### src/rtl/b01_stream_sequencer_if.sv
// Operand and result valid/ready channels of the b01 stream sequencer.
// Ports: in_valid/in_ready/in_a/in_b (operand pair), res_valid/res_ready/res_data/res_ovf (result).
interface b01_stream_sequencer_if #(
  parameter int WIDTH = 8
);
  logic             in_valid;
  logic             in_ready;
  logic [WIDTH-1:0] in_a;
  logic [WIDTH-1:0] in_b;
  logic             res_valid;
  logic             res_ready;
  logic [WIDTH-1:0] res_data;
  logic             res_ovf;

  modport master (
    output in_valid, in_a, in_b, res_ready,
    input  in_ready, res_valid, res_data, res_ovf
  );

  modport slave (
    input  in_valid, in_a, in_b, res_ready,
    output in_ready, res_valid, res_data, res_ovf
  );
endinterface

### src/rtl/b01_stream_sequencer.sv
// Streams an operand pair LSB-first into the b01 core, collects outp into a result word.
// Ports: clock, reset, bus (operand/result handshakes), core_reset/line1/line2 out, core_outp/overflw in.
module b01_stream_sequencer #(
  parameter int WIDTH    = 8,
  parameter int CORE_LAT = 1
) (
  input  logic                   clock,
  input  logic                   reset,
  b01_stream_sequencer_if.slave  bus,
  output logic                   core_reset,
  output logic                   core_line1,
  output logic                   core_line2,
  input  logic                   core_outp,
  input  logic                   core_overflw
);

  localparam int CW = $clog2(WIDTH + CORE_LAT) + 1;

  typedef enum logic [2:0] {
    IDLE,
    CLR,
    SHIFT,
    DRAIN,
    DONE
  } state_t;

  state_t           state;
  logic [WIDTH-1:0] a_sh;
  logic [WIDTH-1:0] b_sh;
  logic [CW-1:0]    cnt;
  logic             in_ready;
  logic             res_valid;
  logic [WIDTH-1:0] res_data;
  logic             res_ovf;

  // cnt holds the cycle index since SHIFT cycle 0; the window
  // opens once the core latency has elapsed.
  logic capture;
  assign capture = ((state == SHIFT) || (state == DRAIN))
                && (cnt >= CW'(CORE_LAT));

  always_ff @(posedge clock or posedge reset) begin
    if (reset) begin
      state      <= IDLE;
      a_sh       <= '0;
      b_sh       <= '0;
      cnt        <= '0;
      in_ready   <= 1'b0;
      core_reset <= 1'b1;
      core_line1 <= 1'b0;
      core_line2 <= 1'b0;
      res_valid  <= 1'b0;
      res_data   <= '0;
      res_ovf    <= 1'b0;
    end else begin
      unique case (state)
        IDLE: begin
          core_reset <= 1'b0;
          core_line1 <= 1'b0;
          core_line2 <= 1'b0;
          if (bus.in_valid && in_ready) begin
            a_sh       <= bus.in_a;
            b_sh       <= bus.in_b;
            res_data   <= '0;
            res_ovf    <= 1'b0;
            cnt        <= '0;
            in_ready   <= 1'b0;
            core_reset <= 1'b1;
            state      <= CLR;
          end else begin
            in_ready <= 1'b1;
          end
        end
        CLR: begin
          core_reset <= 1'b0;
          core_line1 <= a_sh[0];
          core_line2 <= b_sh[0];
          a_sh       <= a_sh >> 1;
          b_sh       <= b_sh >> 1;
          state      <= SHIFT;
        end
        SHIFT: begin
          cnt <= cnt + 1'b1;
          if (cnt == CW'(WIDTH - 1)) begin
            core_line1 <= 1'b0;
            core_line2 <= 1'b0;
            state      <= DRAIN;
          end else begin
            core_line1 <= a_sh[0];
            core_line2 <= b_sh[0];
            a_sh       <= a_sh >> 1;
            b_sh       <= b_sh >> 1;
          end
        end
        DRAIN: begin
          cnt        <= cnt + 1'b1;
          core_line1 <= 1'b0;
          core_line2 <= 1'b0;
          if (cnt == CW'(WIDTH + CORE_LAT - 1)) begin
            res_valid <= 1'b1;
            state     <= DONE;
          end
        end
        DONE: begin
          // in_ready rises with the handshake edge so it is first
          // seen high in the cycle after the result leaves.
          if (bus.res_ready) begin
            res_valid <= 1'b0;
            in_ready  <= 1'b1;
            state     <= IDLE;
          end
        end
        default: state <= IDLE;
      endcase

      if (capture) begin
        res_data <= {core_outp, res_data[WIDTH-1:1]};
        res_ovf  <= res_ovf | core_overflw;
      end
    end
  end

  assign bus.in_ready  = in_ready;
  assign bus.res_valid = res_valid;
  assign bus.res_data  = res_data;
  assign bus.res_ovf   = res_ovf;

endmodule

### src/flat_wrapper.sv
// flat-port wrapper written by rule: the top's interface ports become plain ports
module b01_stream_sequencer_flat 
#(
  parameter int WIDTH    = 8,
  parameter int CORE_LAT = 1
)
  (clock, reset, core_reset, core_line1, core_line2, core_outp, core_overflw, bus_in_valid, bus_in_a, bus_in_b, bus_res_ready, bus_in_ready, bus_res_valid, bus_res_data, bus_res_ovf);
  b01_stream_sequencer_if #(.WIDTH(WIDTH)) bus_i ();
  input  logic clock;
  input  logic reset;
  output logic core_reset;
  output logic core_line1;
  output logic core_line2;
  input  logic core_outp;
  input  logic core_overflw;
  input wire logic [$bits(bus_i.in_valid)-1:0] bus_in_valid;
  input wire logic [$bits(bus_i.in_a)-1:0] bus_in_a;
  input wire logic [$bits(bus_i.in_b)-1:0] bus_in_b;
  input wire logic [$bits(bus_i.res_ready)-1:0] bus_res_ready;
  output wire logic [$bits(bus_i.in_ready)-1:0] bus_in_ready;
  output wire logic [$bits(bus_i.res_valid)-1:0] bus_res_valid;
  output wire logic [$bits(bus_i.res_data)-1:0] bus_res_data;
  output wire logic [$bits(bus_i.res_ovf)-1:0] bus_res_ovf;
  assign bus_i.in_valid = bus_in_valid;
  assign bus_i.in_a = bus_in_a;
  assign bus_i.in_b = bus_in_b;
  assign bus_i.res_ready = bus_res_ready;
  assign bus_in_ready = bus_i.in_ready;
  assign bus_res_valid = bus_i.res_valid;
  assign bus_res_data = bus_i.res_data;
  assign bus_res_ovf = bus_i.res_ovf;
  b01_stream_sequencer #(.WIDTH(WIDTH), .CORE_LAT(CORE_LAT)) u_core (.clock(clock), .reset(reset), .bus(bus_i), .core_reset(core_reset), .core_line1(core_line1), .core_line2(core_line2), .core_outp(core_outp), .core_overflw(core_overflw));
endmodule
### config.mk
export PLATFORM = sky130hd
export DESIGN_NAME = b01_stream_sequencer_flat
export DESIGN_NICKNAME = d
export VERILOG_FILES = /design/src/rtl/b01_stream_sequencer_if.sv /design/src/rtl/b01_stream_sequencer.sv /design/src/flat_wrapper.sv
export SDC_FILE = /design/constraint.sdc
export NUM_CORES = 1
export LEC_CHECK = 0
export CAP_MARGIN = 20
export CORE_AREA = 2 2 80 51
export CTS_CLUSTER_DIAMETER = 40
export CTS_CLUSTER_SIZE = 30
export DETAILED_ROUTE_END_ITERATION = 8
export DIE_AREA = 0 0 82 53
export HOLD_SLACK_MARGIN = 0.08
export PLACE_DENSITY = 0.93
export SLEW_MARGIN = 25
export SYNTH_ARGS = -nofsm -noshare
export SYNTH_HDL_FRONTEND = slang
export SYNTH_SLANG_ARGS = --single-unit
### constraint.sdc
create_clock -name clock -period 5 [get_ports clock]
set_clock_uncertainty 0.15 [all_clocks]
set_input_delay 0.5 -clock clock [delete_from_list [all_inputs] [get_ports clock]]
set_output_delay 0.5 -clock clock [all_outputs]
set_load 0.01 [all_outputs]
==> results by group, run 1 <==
Run status
  – Outcome: finished, final reports clean

Die
  – Die area: between 0.004 and 0.005 sq mm
  – Die Y: about 53 um
  – IO Pins: 36
  – Core Region: 0.00357 sq mm
  – Cell Rows: 17
  – Die width: 82 um
  – Initial cell density of the core: 0.537

Worst setup path
  – Crit path launch type: register
  – Reg2Reg Depth: 4
  – Worst path arrival time: 2.39 ns
  – Critical path class: register to register
  – CP required: 5.03 ns
  – Worst setup EP type: register
  – CP max FO: 16

CTS
  – Setup bufs post-CTS: 0
  – Clock-pin slew on the worst setup and hold paths: 0.07 ns
  – Sink Count: 38
  – Worst skew pair latency: 0.29 ns
  – CTS Root Cell: clkbuf_8
  – Num CTS Buffers: 5
  – CTS tree: yes
  – CTS Buffer Depth: 2
  – CTS resizes: 0
  – Hold Buf Count CTS: 0
  – H-tree Lvls: 2

Power
  – Flop pwr share: 0.362
  – P_leak: 1.05 nW
  – Sw frac: 0.362
  – Int Pwr: 0.00103 W
  – Worst vdd ir: 270 uV
  – Clk pwr share: 0.151
  – Logic pwr share: 0.488
  – Sw power: 0.000584 W
  – PD cells: 677 mW/mm^2

Cells and area
  – Layout cells sized above 1: 0.197
  – Register area: 952 sq um
  – Multi-input gate area: 891 sq um
  – Filler Cell Count: 275
  – Util after Layout: 0.667
  – Antenna cells: 0
  – Nets: 227
  – Area grow syn2layout: 24.3%

Detailed routing
  – Via count: 1,365
  – Drt first pass iters: 4
  – Drt wl/cell: around 15 um
  – # DRC: 0
  – Post-route ant nets: 0
  – First DRT Iteration DRCs: 119
  – Vias per cell: 5.46
  – Total Wirelength: roughly 3800 um

Hold path
  – Worst hold path stage count: 2
  – Hold WC Path Type: register to register

Logic synthesis
  – Post-synthesis sequential area ratio: 0.496
  – Synthesized Nets: between 150 and 200
  – Synth Area in Simple Gates: 0.139
  – FFs w/ async S/R, synth: 1.00
  – Most area-hungry cell type in the Yosys netlist: dfrtp_1
  – Mapped Cells: 167
  – Mapped cell area: 0.00192 sq mm
  – Syn avg cell area: approximately 11 sq um
  – Fraction of the mapped netlist area in adder cells: 0.0196
  – Largest family of logic cells by synthesized area: multiplexers
  – Synth Area in Compound Gates: 0.114
  – Yosys warnings: 0
  – Area share of the largest cell type after synthesis: 0.483
  – Post-synthesis xor/xnor area fraction: 0
  – Ranking of synthesized cells by area: dfrtp_1, mux2_2, mux2_4, nand2_1, mux2_1
  – Cell variety after synth: 40
  – Post-synth EDFFs: 0
  – Mux cell area share after synthesis: 0.192
  – Most common flop cell mapped by yosys: dfrtp_1
  – Seq cells post-synth: 38

GRT
  – Total GRT Usage: 0.200
  – Total gr overflow: 0
  – Largest net degree at the start of global routing: 39
  – Vias in the first global route: around 1.3k
  – Initial antenna violation count: 0
  – First-pass GRT wire length: 6240 um

Timing
  – Crit share post-route: 0.472
  – Sum Neg Setup Slack: 0 ns
  – Fin. max-slew vios: 0
  – Fmax: 424 MHz
  – RSZ-0062 raised after global routing: no
  – Minimum clock period: between 2 and 2.5 ns
  – Final hold violation count: 0
  – Relative slew slack: 0.527
  – PnR worst setup slack: 2.64 ns
  – Final setup vio count: 0
  – Worst slew pin tran: 0.707 ns

Job
  – Max Cap Violations: 0

Placement
  – Port bufs: 35
  – Placer Congestion: 0.769
  – Post-DP HPWL: 2740 um
  – Pre-CTS WS: about 2.7 ns
## metal layers
metal  routed length, um  part of all wire  vias to the layer above  GRT usage
li1                    -                 -                      655          -
met1                1610              0.43                      653      0.254
met2                1870              0.49                       50      0.308
met3                 253             0.067                        7     0.0717
met4                  51             0.013                        0     0.0861
met5                   0                 0                        -          0
## kinds of logic (layout without fill, tap and decap cells)
kind of cell	Yosys count	count (layout)
buffers and inverters	12	48
DFF	38	38
adders and majority gates	3	3
AOI/OAI and AO/OA	31	31
and+or+nand+nor	53	53
muxes	30	30
## flip-flops by register name (all words and copies together), names as in the netlist
signal / flops
u_core.a_sh: 8
u_core.b_sh: 8
u_core.bus.in_ready: 1
u_core.bus.res_data: 8
u_core.bus.res_ovf: 1
u_core.bus.res_valid: 1
u_core.cnt: 5
u_core.core_line1: 1
u_core.core_line2: 1
u_core.core_reset: 1
u_core.state: 3
## metrics by stage
stage / total power (W) / area [sq um] / hold slack, ns / cells
floorplan: 0.00119 / 1920 / 0.309 / 167
global placement: 0.00132 / 2270 / 0.314 / 242
detailed placement: 0.00137 / 2270 / 0.324 / 242
CTS: 0.00163 / 2380 / 0.341 / 250
global route: 0.00173 / 2380 / 0.354 / 250
finish: 0.00161 / 2380 / 0.338 / 250
## synthesized netlist by cell type (2+ instances only)
master / number
mux2_4: 8
inv_1: 4
clkbuf_1: 2
a21oi_1: 3
buf_6: 2
mux2_1: 6
nand3_1: 3
nor2b_1: 2
o211ai_1: 2
nor2_1: 8
nand2_1: 27
ha_1: 3
nand2b_1: 2
o21ai_1: 4
mux2_2: 16
dfrtp_1: 37
buf_2: 3
o21ai_0: 12
o41ai_1: 2
## layout make-up
type,instances,area share
Tap cell,47,0.0247
Timing Repair Buffer,36,0.150
Multi-Input combinational cell,117,0.374
Sequential cell,38,0.399
Inverter,4,0.00630
Clock buffer,8,0.0462
## cells in the final DEF, fill, tap and decap left out, types with 2 or more instances in the layout
cell type and count:
mux2_2 16, mux2_1 6, a21oi_1 3, ha_1 3
nor2_1 8, mux2_4 8, inv_1 4, dfrtp_1 37
nand2b_1 2, o21ai_0 12, clkdlybuf4s50_1 35, nand2_1 27
clkbuf_8 8, nor2b_1 2, o211ai_1 2, nand3_1 3
o41ai_1 2, o21ai_1 4
## power by group through the flow
stage / clock, W / sequential [W] / combinational (W)
6_report: 0.000243 / 0.000584 / 0.000787
3_3_place_gp: 0 / 0.000574 / 0.000746
4_1_cts: 0.000248 / 0.000582 / 0.000797
2_1_floorplan: 0 / 0.000558 / 0.000632
3_5_place_dp: 0 / 0.000587 / 0.000787
5_1_grt: 0.000260 / 0.000605 / 0.000863
## critical path, cell delays in order, from the launching register on
cell	delay [ns]
dfrtp_1	0.53
or2b_1	0.34
a21oi_4	0.53
mux2_2	0.42
mux2_1	0.27
## worst paths after layout
| kind | start | endpoint | slack (ns) |
|---|---|---|---|
| setup / recovery | u_core.state[1] | u_core.a_sh[3] | 2.64 |
| hold / removal | u_core.core_line2 | u_core.core_line2 | 0.34 |
| setup reg to reg | u_core.state[1] | u_core.a_sh[3] | 2.64 |
| hold reg to reg | u_core.core_line2 | u_core.core_line2 | 0.34 |
| max in group asynchronous | reset | u_core.core_reset | 3.89 |
| min in group asynchronous | reset | u_core.b_sh[7] | 0.46 |
Power figures use the tool's default switching activity.
==> inputs of run 2 (changes only) <==
CORE_AREA = 2 2 83 53   (was 2 2 80 51)
DIE_AREA = 0 0 85 55   (was 0 0 82 53)
PLACE_DENSITY = 0.87   (was 0.93)
clock period = 2.5 ns   (was 5 ns; I/O delays follow)
==> run 2 against run 1 <==
Against the previous run: register-to-register slack worse by 2.3 ns; largest power group unchanged; power up 94%; sequential power is 93% higher; maximum frequency up 9.1%; non-clock buffer count rose by 4; design area stayed put; first-iteration DRC count decreased by 64%; final cell count rose by 2.4%; setup slack lost 2.3 ns.
==> results by group, run 2 (synthesis results as in run 1) <==
CTS
  – Sink Count: 38
  – Hold Buf Count CTS: 0
  – CTS Root Cell: clkbuf_8
  – Setup bufs post-CTS: 0
  – CTS tree: yes
  – CTS Buffer Depth: 2
  – H-tree Lvls: 2
  – CTS resizes: 0
  – Clock-pin slew on the worst setup and hold paths: about 0.070 ns
  – Worst skew pair latency: 0.28 ns
  – Num CTS Buffers: 5

Die
  – Die width: 85 um
  – IO Pins: 36
  – Die Y: 55 um
  – Die area: 0.00468 sq mm
  – Initial cell density of the core: 0.487
  – Cell Rows: 18
  – Core Region: approximately 0.0039 sq mm

Power
  – P_leak: about 1.1 nW
  – PD cells: 1320 mW/mm^2
  – Worst vdd ir: 611 uV

Detailed routing
  – Vias per cell: 5.25
  – Length of routed wiring on met1: 1700 um
  – First DRT Iteration DRCs: 43
  – Met2 routed WL: 1570 um
  – Via count: 1,343
  – Post-route ant nets: 0
  – Drt wl/cell: 13.2 um
  – Top Metal Used: met4
  – Drt first pass iters: 4
  – Total Wirelength: ~3400 um
  – # DRC: 0
  – Met3 wire len: 100 um

Worst setup path
  – Worst setup EP type: register
  – CP max FO: 16
  – Worst path arrival time: 2.17 ns
  – CP required: 2.51 ns
  – Critical path class: register to register
  – Crit path launch type: register

Timing
  – Minimum clock period: 2.16 ns
  – Fin. max-slew vios: 0
  – Relative slew slack: 0.651
  – Crit share post-route: 0.865
  – PnR worst setup slack: about 0.34 ns
  – Final setup vio count: 0
  – Fmax: between 400 and 500 MHz
  – Sum Neg Setup Slack: 0 ns
  – Worst slew pin tran: 0.517 ns
  – Final hold violation count: 0
  – WHS: 0.220 ns
  – RSZ-0062 raised after global routing: no

Cells and area
  – Largest regs: u_core.a_sh (8), u_core.b_sh (8), u_core.bus.res_data (8)
  – Commonest non-fill, non-tap cell in the layout: dfrtp_1
  – Most frequent cells in the layout: dfrtp_1, clkdlybuf4s50_1, nand2_1
  – Nets: 231
  – Area grow syn2layout: 24.3%
  – Antenna cells: 0
  – Layout cells sized above 1: 0.199
  – Filler Cell Count: between 300 and 400

Job
  – Max Cap Violations: 0

Placement
  – Pre-CTS WS: 0.344 ns
  – Placer Congestion: ~0.85
  – Port bufs: 35
  – Post-DP HPWL: 2410 um

GRT
  – Vias in the first global route: 1,245
  – Total gr overflow: 0
  – Largest net degree at the start of global routing: 39
  – Initial antenna violation count: 0
  – Total GRT Usage: 0.160
  – First-pass GRT wire length: 5690 um

Hold path
  – Hold WC Path Type: primary input to asynchronous set/reset pin

Run status
  – Outcome: finished, final reports clean
[run 2: cell count changes in the layout (fill, tap and decap cells not counted), sizes merged]
cell / previous run / this run
clkbuf: 8 / 7
buf: 1 / 5
[run 2: routing by layer]
layer / vias to the layer above / GRT usage
li1: 659 / -
met1: 659 / 0.216
met2: 21 / 0.259
met3: 4 / 0.0445
met4: 0 / 0.0476
met5: - / 0
[run 2: final timing paths]
kind                       depth (start not counted)  slack, ns              start                      to
setup / recovery                                   5       0.34    u_core.state[0]          u_core.a_sh[3]
setup reg to reg                                   5       0.34    u_core.state[0]          u_core.a_sh[3]
hold / removal                                     3       0.22              reset  u_core.bus.res_data[6]
max in group asynchronous                          3       1.62              reset       u_core.core_reset
hold reg to reg                                    2       0.33  u_core.core_reset       u_core.core_reset
min in group clock                                 2       0.33  u_core.core_reset       u_core.core_reset
[run 2: stage by stage]
| stage | cell area (sq um) | utilization | cells | power [W] |
|---|---|---|---|---|
| after floorplan | 1920 | - | 167 | 0.00238 |
| after global placement | 2310 | 0.586 | 249 | 0.00269 |
| after detailed placement | 2310 | 0.586 | 249 | 0.00277 |
| after CTS | 2380 | 0.605 | 256 | 0.00317 |
| after global routing | 2380 | 0.605 | 256 | 0.00340 |
| final | 2380 | 0.605 | 256 | 0.00314 |
[run 2: final cells by class]
class,count,area [sq um],share of cell area
Multi-Input combinational cell,117,891,0.374
Tap cell,50,62.6,0.0262
Sequential cell,38,952,0.399
Inverter,4,15.0,0.00630
Clock buffer,7,76.3,0.0320
Timing Repair Buffer,40,388,0.163
[run 2: report_power, final]
| group | switching (W) | leakage, nW | internal (W) |
|---|---|---|---|
| clock | 0.000195 | 0.0383 | 0.000192 |
| combinational | 0.000710 | 0.564 | 0.000909 |
| sequential | 0.000218 | 0.448 | 0.000915 |
| total | 0.00112 | 1.05 | 0.00202 |
[run 2: critical path: stages, from the launching register on]
cell and delay [ns]:
dfrtp_1 0.51, or2b_1 0.31, a21oi_4 0.15, buf_4 0.28
mux2_2 0.36, mux2_1 0.29
